**src/rtl/ramcpy_pkg.sv**
```systemverilog
// Shared types and default widths for the RAM512 block copier.
package ramcpy_pkg;

    localparam int DEFAULT_DATA_W = 16;
    localparam int DEFAULT_ADDR_W = 9;

    typedef enum logic [1:0] {
        IDLE  = 2'd0,
        READ  = 2'd1,
        WRITE = 2'd2,
        DONE  = 2'd3
    } state_t;

    typedef logic [DEFAULT_ADDR_W:0] len_t;

endpackage

```
**src/rtl/ram_block_copier_if.sv**
```systemverilog
// RAM512 word-memory port: the copier is the master, the memory the slave.
interface ram_block_copier_if #(
    parameter int DATA_W = 16,
    parameter int ADDR_W = 9
);
    logic [ADDR_W-1:0] mem_addr;
    logic [DATA_W-1:0] mem_wdata;
    logic [DATA_W-1:0] mem_rdata;
    logic              mem_ld;

    modport master (output mem_addr, output mem_wdata, output mem_ld, input mem_rdata);
    modport slave  (input mem_addr, input mem_wdata, input mem_ld, output mem_rdata);
endinterface

```
**src/rtl/ramcpy_addr_gen.sv**
```systemverilog
// Source/destination cursors and remaining-word counter for the block copier.
module ramcpy_addr_gen #(
    parameter int ADDR_W = 9
) (
    input  logic              clk,
    input  logic              rst_n,
    input  logic              load_i,
    input  logic              step_i,
    input  logic [ADDR_W-1:0] src_i,
    input  logic [ADDR_W-1:0] dst_i,
    input  logic [ADDR_W:0]   len_i,
    output logic [ADDR_W-1:0] src_nxt_o,
    output logic [ADDR_W-1:0] dst_cur_o,
    output logic [ADDR_W-1:0] dst_nxt_o,
    output logic              zero_nxt_o
);

    localparam logic [ADDR_W-1:0] ADDR_ONE = {{(ADDR_W-1){1'b0}}, 1'b1};
    localparam logic [ADDR_W:0]   LEN_ONE  = {{ADDR_W{1'b0}}, 1'b1};

    logic [ADDR_W-1:0] src_q, src_d;
    logic [ADDR_W-1:0] dst_q, dst_d;
    logic [ADDR_W:0]   cnt_q, cnt_d;

    // Address increments drop the carry, so cursors wrap modulo the memory depth.
    assign src_nxt_o  = src_q + ADDR_ONE;
    assign dst_nxt_o  = dst_q + ADDR_ONE;
    assign dst_cur_o  = dst_q;
    assign zero_nxt_o = (cnt_q == LEN_ONE);

    // Next-state selection: load on accepted start, advance after each write.
    always_comb begin
        src_d = src_q;
        dst_d = dst_q;
        cnt_d = cnt_q;
        if (load_i) begin
            src_d = src_i;
            dst_d = dst_i;
            cnt_d = len_i;
        end else if (step_i) begin
            src_d = src_nxt_o;
            dst_d = dst_nxt_o;
            cnt_d = cnt_q - LEN_ONE;
        end else begin
            cnt_d = cnt_q;
        end
    end

    // Cursor and counter registers.
    always_ff @(posedge clk or negedge rst_n) begin
        if (!rst_n) begin
            src_q <= {ADDR_W{1'b0}};
            dst_q <= {ADDR_W{1'b0}};
            cnt_q <= {(ADDR_W+1){1'b0}};
        end else begin
            src_q <= src_d;
            dst_q <= dst_d;
            cnt_q <= cnt_d;
        end
    end

endmodule

```
**src/rtl/ram_block_copier.sv**
```systemverilog
// Copies len words from src_addr to dst_addr inside one RAM512 (read cycle, then write cycle).
// Optional RAMCPY_FILL_EN adds a fill mode writing fill_data once per cycle, skipping reads.
module ram_block_copier
    import ramcpy_pkg::*;
#(
    parameter int DATA_W = DEFAULT_DATA_W,
    parameter int ADDR_W = DEFAULT_ADDR_W
) (
    input  logic              clk,
    input  logic              rst_n,
    input  logic              start,
    input  logic [ADDR_W-1:0] src_addr,
    input  logic [ADDR_W-1:0] dst_addr,
    input  logic [ADDR_W:0]   len,
`ifdef RAMCPY_FILL_EN
    input  logic              fill,
    input  logic [DATA_W-1:0] fill_data,
`endif
    output logic              busy,
    output logic              done,
    ram_block_copier_if.master mem
);

    state_t            state_q;
    logic [ADDR_W-1:0] mem_addr_q;
    logic [DATA_W-1:0] buf_q;
    logic              mem_ld_q;
    logic              busy_q;
    logic              done_q;
    logic              fill_q;

    logic              load_s;
    logic              step_s;
    logic              fill_req_s;
    logic [DATA_W-1:0] fill_val_s;
    logic [ADDR_W-1:0] src_nxt_s;
    logic [ADDR_W-1:0] dst_cur_s;
    logic [ADDR_W-1:0] dst_nxt_s;
    logic              zero_nxt_s;

`ifdef RAMCPY_FILL_EN
    assign fill_req_s = fill;
    assign fill_val_s = fill_data;
`else
    assign fill_req_s = 1'b0;
    assign fill_val_s = {DATA_W{1'b0}};
`endif

    // Cursor control: load on an accepted start, step once per completed write.
    always_comb begin
        load_s = 1'b0;
        step_s = 1'b0;
        if (state_q == IDLE) begin
            load_s = start;
        end else if (state_q == WRITE) begin
            step_s = 1'b1;
        end else begin
            load_s = 1'b0;
        end
    end

    ramcpy_addr_gen #(.ADDR_W(ADDR_W)) u_addr_gen (
        .clk        (clk),
        .rst_n      (rst_n),
        .load_i     (load_s),
        .step_i     (step_s),
        .src_i      (src_addr),
        .dst_i      (dst_addr),
        .len_i      (len),
        .src_nxt_o  (src_nxt_s),
        .dst_cur_o  (dst_cur_s),
        .dst_nxt_o  (dst_nxt_s),
        .zero_nxt_o (zero_nxt_s)
    );

    // Transfer FSM; every output is registered and set up for the state being entered.
    always_ff @(posedge clk or negedge rst_n) begin
        if (!rst_n) begin
            state_q    <= IDLE;
            mem_addr_q <= {ADDR_W{1'b0}};
            buf_q      <= {DATA_W{1'b0}};
            mem_ld_q   <= 1'b0;
            busy_q     <= 1'b0;
            done_q     <= 1'b0;
            fill_q     <= 1'b0;
        end else begin
            case (state_q)
                IDLE: begin
                    mem_ld_q   <= 1'b0;
                    mem_addr_q <= {ADDR_W{1'b0}};
                    done_q     <= 1'b0;
                    if (start) begin
                        fill_q <= fill_req_s;
                        if (fill_req_s) begin
                            buf_q <= fill_val_s;
                        end
                        if (len == {(ADDR_W+1){1'b0}}) begin
                            state_q <= DONE;
                            done_q  <= 1'b1;
                        end else if (fill_req_s) begin
                            state_q    <= WRITE;
                            busy_q     <= 1'b1;
                            mem_ld_q   <= 1'b1;
                            mem_addr_q <= dst_addr;
                        end else begin
                            state_q    <= READ;
                            busy_q     <= 1'b1;
                            mem_addr_q <= src_addr;
                        end
                    end
                end
                READ: begin
                    buf_q      <= mem.mem_rdata;
                    mem_addr_q <= dst_cur_s;
                    mem_ld_q   <= 1'b1;
                    state_q    <= WRITE;
                end
                WRITE: begin
                    if (zero_nxt_s) begin
                        state_q    <= DONE;
                        mem_ld_q   <= 1'b0;
                        busy_q     <= 1'b0;
                        done_q     <= 1'b1;
                        mem_addr_q <= {ADDR_W{1'b0}};
                    end else if (fill_q) begin
                        mem_addr_q <= dst_nxt_s;
                    end else begin
                        state_q    <= READ;
                        mem_ld_q   <= 1'b0;
                        mem_addr_q <= src_nxt_s;
                    end
                end
                DONE: begin
                    done_q  <= 1'b0;
                    state_q <= IDLE;
                end
                default: begin
                    state_q    <= IDLE;
                    mem_ld_q   <= 1'b0;
                    busy_q     <= 1'b0;
                    done_q     <= 1'b0;
                    mem_addr_q <= {ADDR_W{1'b0}};
                end
            endcase
        end
    end

    assign busy          = busy_q;
    assign done          = done_q;
    assign mem.mem_addr  = mem_addr_q;
    assign mem.mem_wdata = buf_q;
    assign mem.mem_ld    = mem_ld_q;

endmodule

```
**src/flat_wrapper.sv**
```systemverilog
// flat-port wrapper written by rule: the top's interface ports become plain ports
module ram_block_copier_flat import ramcpy_pkg::*;
#(
    parameter int DATA_W = DEFAULT_DATA_W,
    parameter int ADDR_W = DEFAULT_ADDR_W
)
  (clk, rst_n, start, src_addr, dst_addr, len, busy, done, mem_mem_addr, mem_mem_wdata, mem_mem_ld, mem_mem_rdata);
  ram_block_copier_if #(.DATA_W(DATA_W), .ADDR_W(ADDR_W)) mem_i ();
  input  logic clk;
  input  logic rst_n;
  input  logic start;
  input  logic [ADDR_W-1:0] src_addr;
  input  logic [ADDR_W-1:0] dst_addr;
  input  logic [ADDR_W:0] len;
  output logic busy;
  output logic done;
  output wire logic [$bits(mem_i.mem_addr)-1:0] mem_mem_addr;
  output wire logic [$bits(mem_i.mem_wdata)-1:0] mem_mem_wdata;
  output wire logic [$bits(mem_i.mem_ld)-1:0] mem_mem_ld;
  input wire logic [$bits(mem_i.mem_rdata)-1:0] mem_mem_rdata;
  assign mem_mem_addr = mem_i.mem_addr;
  assign mem_mem_wdata = mem_i.mem_wdata;
  assign mem_mem_ld = mem_i.mem_ld;
  assign mem_i.mem_rdata = mem_mem_rdata;
  ram_block_copier #(.DATA_W(DATA_W), .ADDR_W(ADDR_W)) u_core (.clk(clk), .rst_n(rst_n), .start(start), .src_addr(src_addr), .dst_addr(dst_addr), .len(len), .busy(busy), .done(done), .mem(mem_i));
endmodule
```
**config.mk**
```make
export PLATFORM = sky130hd
export DESIGN_NAME = ram_block_copier_flat
export DESIGN_NICKNAME = d
export VERILOG_FILES = /design/src/rtl/ramcpy_pkg.sv /design/src/rtl/ram_block_copier_if.sv /design/src/rtl/ramcpy_addr_gen.sv /design/src/rtl/ram_block_copier.sv /design/src/flat_wrapper.sv
export SDC_FILE = /design/constraint.sdc
export NUM_CORES = 1
export LEC_CHECK = 0
export BUFFER_PORTS_ARGS = -buffer_cell sky130_fd_sc_hd__buf_2
export CAP_MARGIN = 40
export CORE_MARGIN = 4
export CORE_UTILIZATION = 54
export CTS_CLUSTER_SIZE = 14
export DETAILED_ROUTE_END_ITERATION = 6
export GPL_TIMING_DRIVEN = 0
export PLACE_DENSITY = 0.8
export SYNTH_ARGS = -nofsm -noshare
export SYNTH_HDL_FRONTEND = slang
export SYNTH_SLANG_ARGS = --single-unit
```
**constraint.sdc**
```tcl
create_clock -name clk -period 2.1 [get_ports clk]
set_clock_uncertainty 0.05 [all_clocks]
set_input_delay 0 -clock clk [delete_from_list [all_inputs] [get_ports clk]]
set_output_delay 0 -clock clk [all_outputs]
set_load 0.05 [all_outputs]
```
==> metrics.cfg <==
[clock_tree]
htreeDepth = 3
insertion_delay_ps = 340
clockBufferDepth = 2
cts_tree = done
clock_sinks = 58
clk_pin_slew_ps = 60
clockRootBuffer = clkbuf_8
cts_buffers = 9

[synthesis]
synth.top_cell.area_share_pct = 45.9
synthDistinctLibCells = 45
synthCells = 311
synthTopCellsByArea = dfrtp_1, mux2_2, nand2_1, ha_1, xnor2_1
synthArstFlopShare_pct = 100
yosys_register_bits = 58
synth_seq_area_share_pct = 45.9
synth_nets = 368
avgSynthCellArea_um2 = 10.2
synth_warnings = 0
syn_area_um2 = 3160
synth_edf_count = 0
ys.flop_type = dfrtp_1
yosys.area.top_type = dfrtp_1

[pwr]
total_power_w = 0.00267
ir_worst_vdd_v = 0.000523
leakagePower_nw = 1.86
power_density_nw_per_um2 = 606

[layout]
drive_above_1_share_pct = 31.7
post-route-util_pct = 78.4
area_delta_synth_final_pct = 39.1
n_antenna_cell = 0
fin_nets = 500
fillCellCount = 368
multiInputGateArea_um2 = 1620
regArea_um2 = 1450

[worst_setup_path]
cp-end-kind = flop
crit_fanout = 8
start_kind = flop
ff2ff_path_depth = 6
r2r_slack_ps = 110
rr_endpoint = u_core.mem.mem_addr[5]$_DFFE_PN0P_
arrival_ps = 2130
worstPathRequired_ps = 2240
path_class = flop to flop
r2r-start = u_core.state_q[0]$_DFFE_PN0N_

[place]
numPortBuffers = 74
gp_congestion = 0.841
dp_hpwl_mm = 5.26

[sta]
rsz0062_at_grt = false
setup_viol = 0
finalMaxSlewViolations = 0
worst_pin_slew_ps = 623
min_period_over_period_pct = 94.7
hold_viol_final = 0
fin_tns_setup_ps = 0
layout_min_cycle_time_ps = 1990
relSlewSlack_pct = 58.2
fmax_mhz = 503

[detailed_routing]
dr.pass1.iters = 4
drc_errors = 0
drt_iter0_markers = 204
vias = 2834
wire_per_inst_um = 16.0
wl_mm = 8.33
postRouteAntennaNets = 0
via_per_inst = 5.45

[die]
die_w_um = 84.5
placementRows = 27
die_y_um = 84.5
core_area_um2 = 5610
start_util_pct = 56.4
io_pins = 75
dieArea_um2 = 7150

[grt]
grt-busiest-layer = met2
gr-usage-all-layers_pct = 25.1
grt_pass1_wl_mm = 14.4
grt_max_degree = 32
grt-ovfl-total = 0
use_met2_pct = 41.8
globalRouteMet3Util_pct = 4.71
grtUsageMet1_pct = 32.5
antenna_found_initial = 0
grt_pass1_vias = 3020

[job]
drv_cap = 0

[hold_path]
hold_path_class = primary input to asynchronous set/reset pin

[outcome]
run_status = finished, final reports clean

-- through the flow --
stage / std cells / setup WS (ps) / instance area [um2] / hold slack [ps]
final: 520 / 111 / 4400 / 156
after global routing: 520 / 14.5 / 4400 / 237
after CTS: 521 / 15.6 / 4390 / 175
after detailed placement: 458 / -59.1 / 3640 / -4.21
after global placement: 457 / -54.1 / 3620 / 153
after floorplan: 311 / 221 / 3160 / -346
-- synth_stat cells (2+ instances only) --
library cell,n
buf_2,9
a2bb2oi_1,2
xor2_1,14
mux2_2,16
a21o_1,2
clkbuf_1,6
mux2i_1,2
nor4_4,3
nor3_1,6
or3_1,3
nand4_1,10
a31oi_1,2
nand2_1,39
nand3_1,10
a221oi_1,6
o21ai_1,8
inv_1,7
o21ai_2,2
a221o_1,2
and2_1,2
o31ai_1,2
buf_1,3
xnor2_1,14
o21ai_0,23
nor2_1,9
nor2b_1,11
ha_1,10
dfrtp_1,58
o22ai_1,3
a21oi_1,12
-- repair_timing --
item                       4_1_cts  5_1_grt
buffers inserted                 2        0
setup endpoints to repair       17       34
gates resized for setup          4       10
pin swaps                        1        0
hold buffers                    46        0
hold endpoints to repair        79        0
-- flip-flops by register name (all words and copies together), names as in the netlist --
name                         flops
u_core.u_addr_gen.src_q          9
u_core.state_q                   2
u_core.u_addr_gen.cnt_q         10
u_core.mem.mem_addr              9
u_core.mem.mem_wdata            16
u_core.busy                      1
u_core.done                      1
u_core.u_addr_gen.dst_cur_o      9
u_core.mem.mem_ld                1
-- area by class of cell --
type,instances,area share (%)
Clock inverter,5,2.28
Timing Repair Buffer,123,20.0
Tap cell,72,2.05
Clock buffer,11,3.44
Inverter,7,0.597
Sequential cell,58,33.0
Buffer,16,1.82
Multi-Input combinational cell,228,36.9
-- cell families (layout without fill, tap and decap cells) --
logic type	Yosys count	count (layout)	share of synthesized area, %
and+or+nand+nor	103	103	18.6
AOI/OAI and AO/OA	68	68	13.8
DFF	58	58	45.9
xor gates and xnor gates	28	28	7.75
buffers and inverters	25	162	3.32
muxes	19	19	6.69
adders and majority gates	10	10	3.96
-- cell usage in the layout (no fill, tap or decap), types with 3 or more instances in the layout --
| cell | count |
|---|---|
| buf_2 | 83 |
| dfrtp_1 | 58 |
| dlygate4sd3_1 | 46 |
| nand2_1 | 39 |
| o21ai_0 | 23 |
| mux2_2 | 16 |
| xor2_1 | 14 |
| xnor2_1 | 14 |
| a21oi_1 | 12 |
| nor2b_1 | 11 |
| clkbuf_8 | 11 |
| nand3_1 | 10 |
| nand4_1 | 10 |
| nor2_1 | 9 |
| o21ai_1 | 8 |
| ha_1 | 8 |
| nor3_1 | 6 |
| inv_1 | 5 |
| a221oi_1 | 5 |
| clkbuf_2 | 4 |
| o22ai_1 | 3 |
| or3_1 | 3 |
| nor4_4 | 3 |
| bufinv_16 | 3 |
-- worst max-delay path by stage --
| stage | from | to | slack [ps] | cells after the start |
|---|---|---|---|---|
| after floorplan | u_core.state_q[1]$_DFFE_PN0N_ | u_core.mem.mem_addr[5]$_DFFE_PN0P_ | 220 | 7 |
| after global placement | u_core.state_q[1]$_DFFE_PN0N_ | u_core.u_addr_gen.cnt_q[9]$_DFFE_PN0P_ | -50 | 7 |
| after detailed placement | u_core.state_q[1]$_DFFE_PN0N_ | u_core.u_addr_gen.cnt_q[9]$_DFFE_PN0P_ | -60 | 7 |
| after CTS | u_core.state_q[1]$_DFFE_PN0N_ | u_core.u_addr_gen.dst_cur_o[8]$_DFFE_PN0P_ | 20 | 7 |
| after global routing | u_core.state_q[1]$_DFFE_PN0N_ | u_core.mem.mem_addr[6]$_DFFE_PN0P_ | 10 | 6 |
| final | u_core.state_q[0]$_DFFE_PN0N_ | u_core.mem.mem_addr[5]$_DFFE_PN0P_ | 110 | 6 |
-- power by group --
group / leakage (nW) / total (W) / switching (W) / internal, W
Clock: 0.129 / 0.00128 / 0.000433 / 0.000848
Sequential: 0.697 / 0.00114 / 0.00000716 / 0.00113
Combinational: 1.04 / 0.000244 / 0.000129 / 0.000115
Total: 1.86 / 0.00267 / 0.000569 / 0.00210
-- per-layer routing --
layer	vias up	routed length [um]
met4	0	158
met3	20	669
met5	-	0
met2	123	3950
li1	1372	-
met1	1319	3550
-- critical path, cell delays in order (launching register included) --
cell	delay [ps]
dfrtp_1	440
inv_2	120
ha_2	270
buf_2	190
and2_2	290
a221o_1	360
a2bb2oi_1	130
No activity file was read; power rests on OpenSTA's default activity.
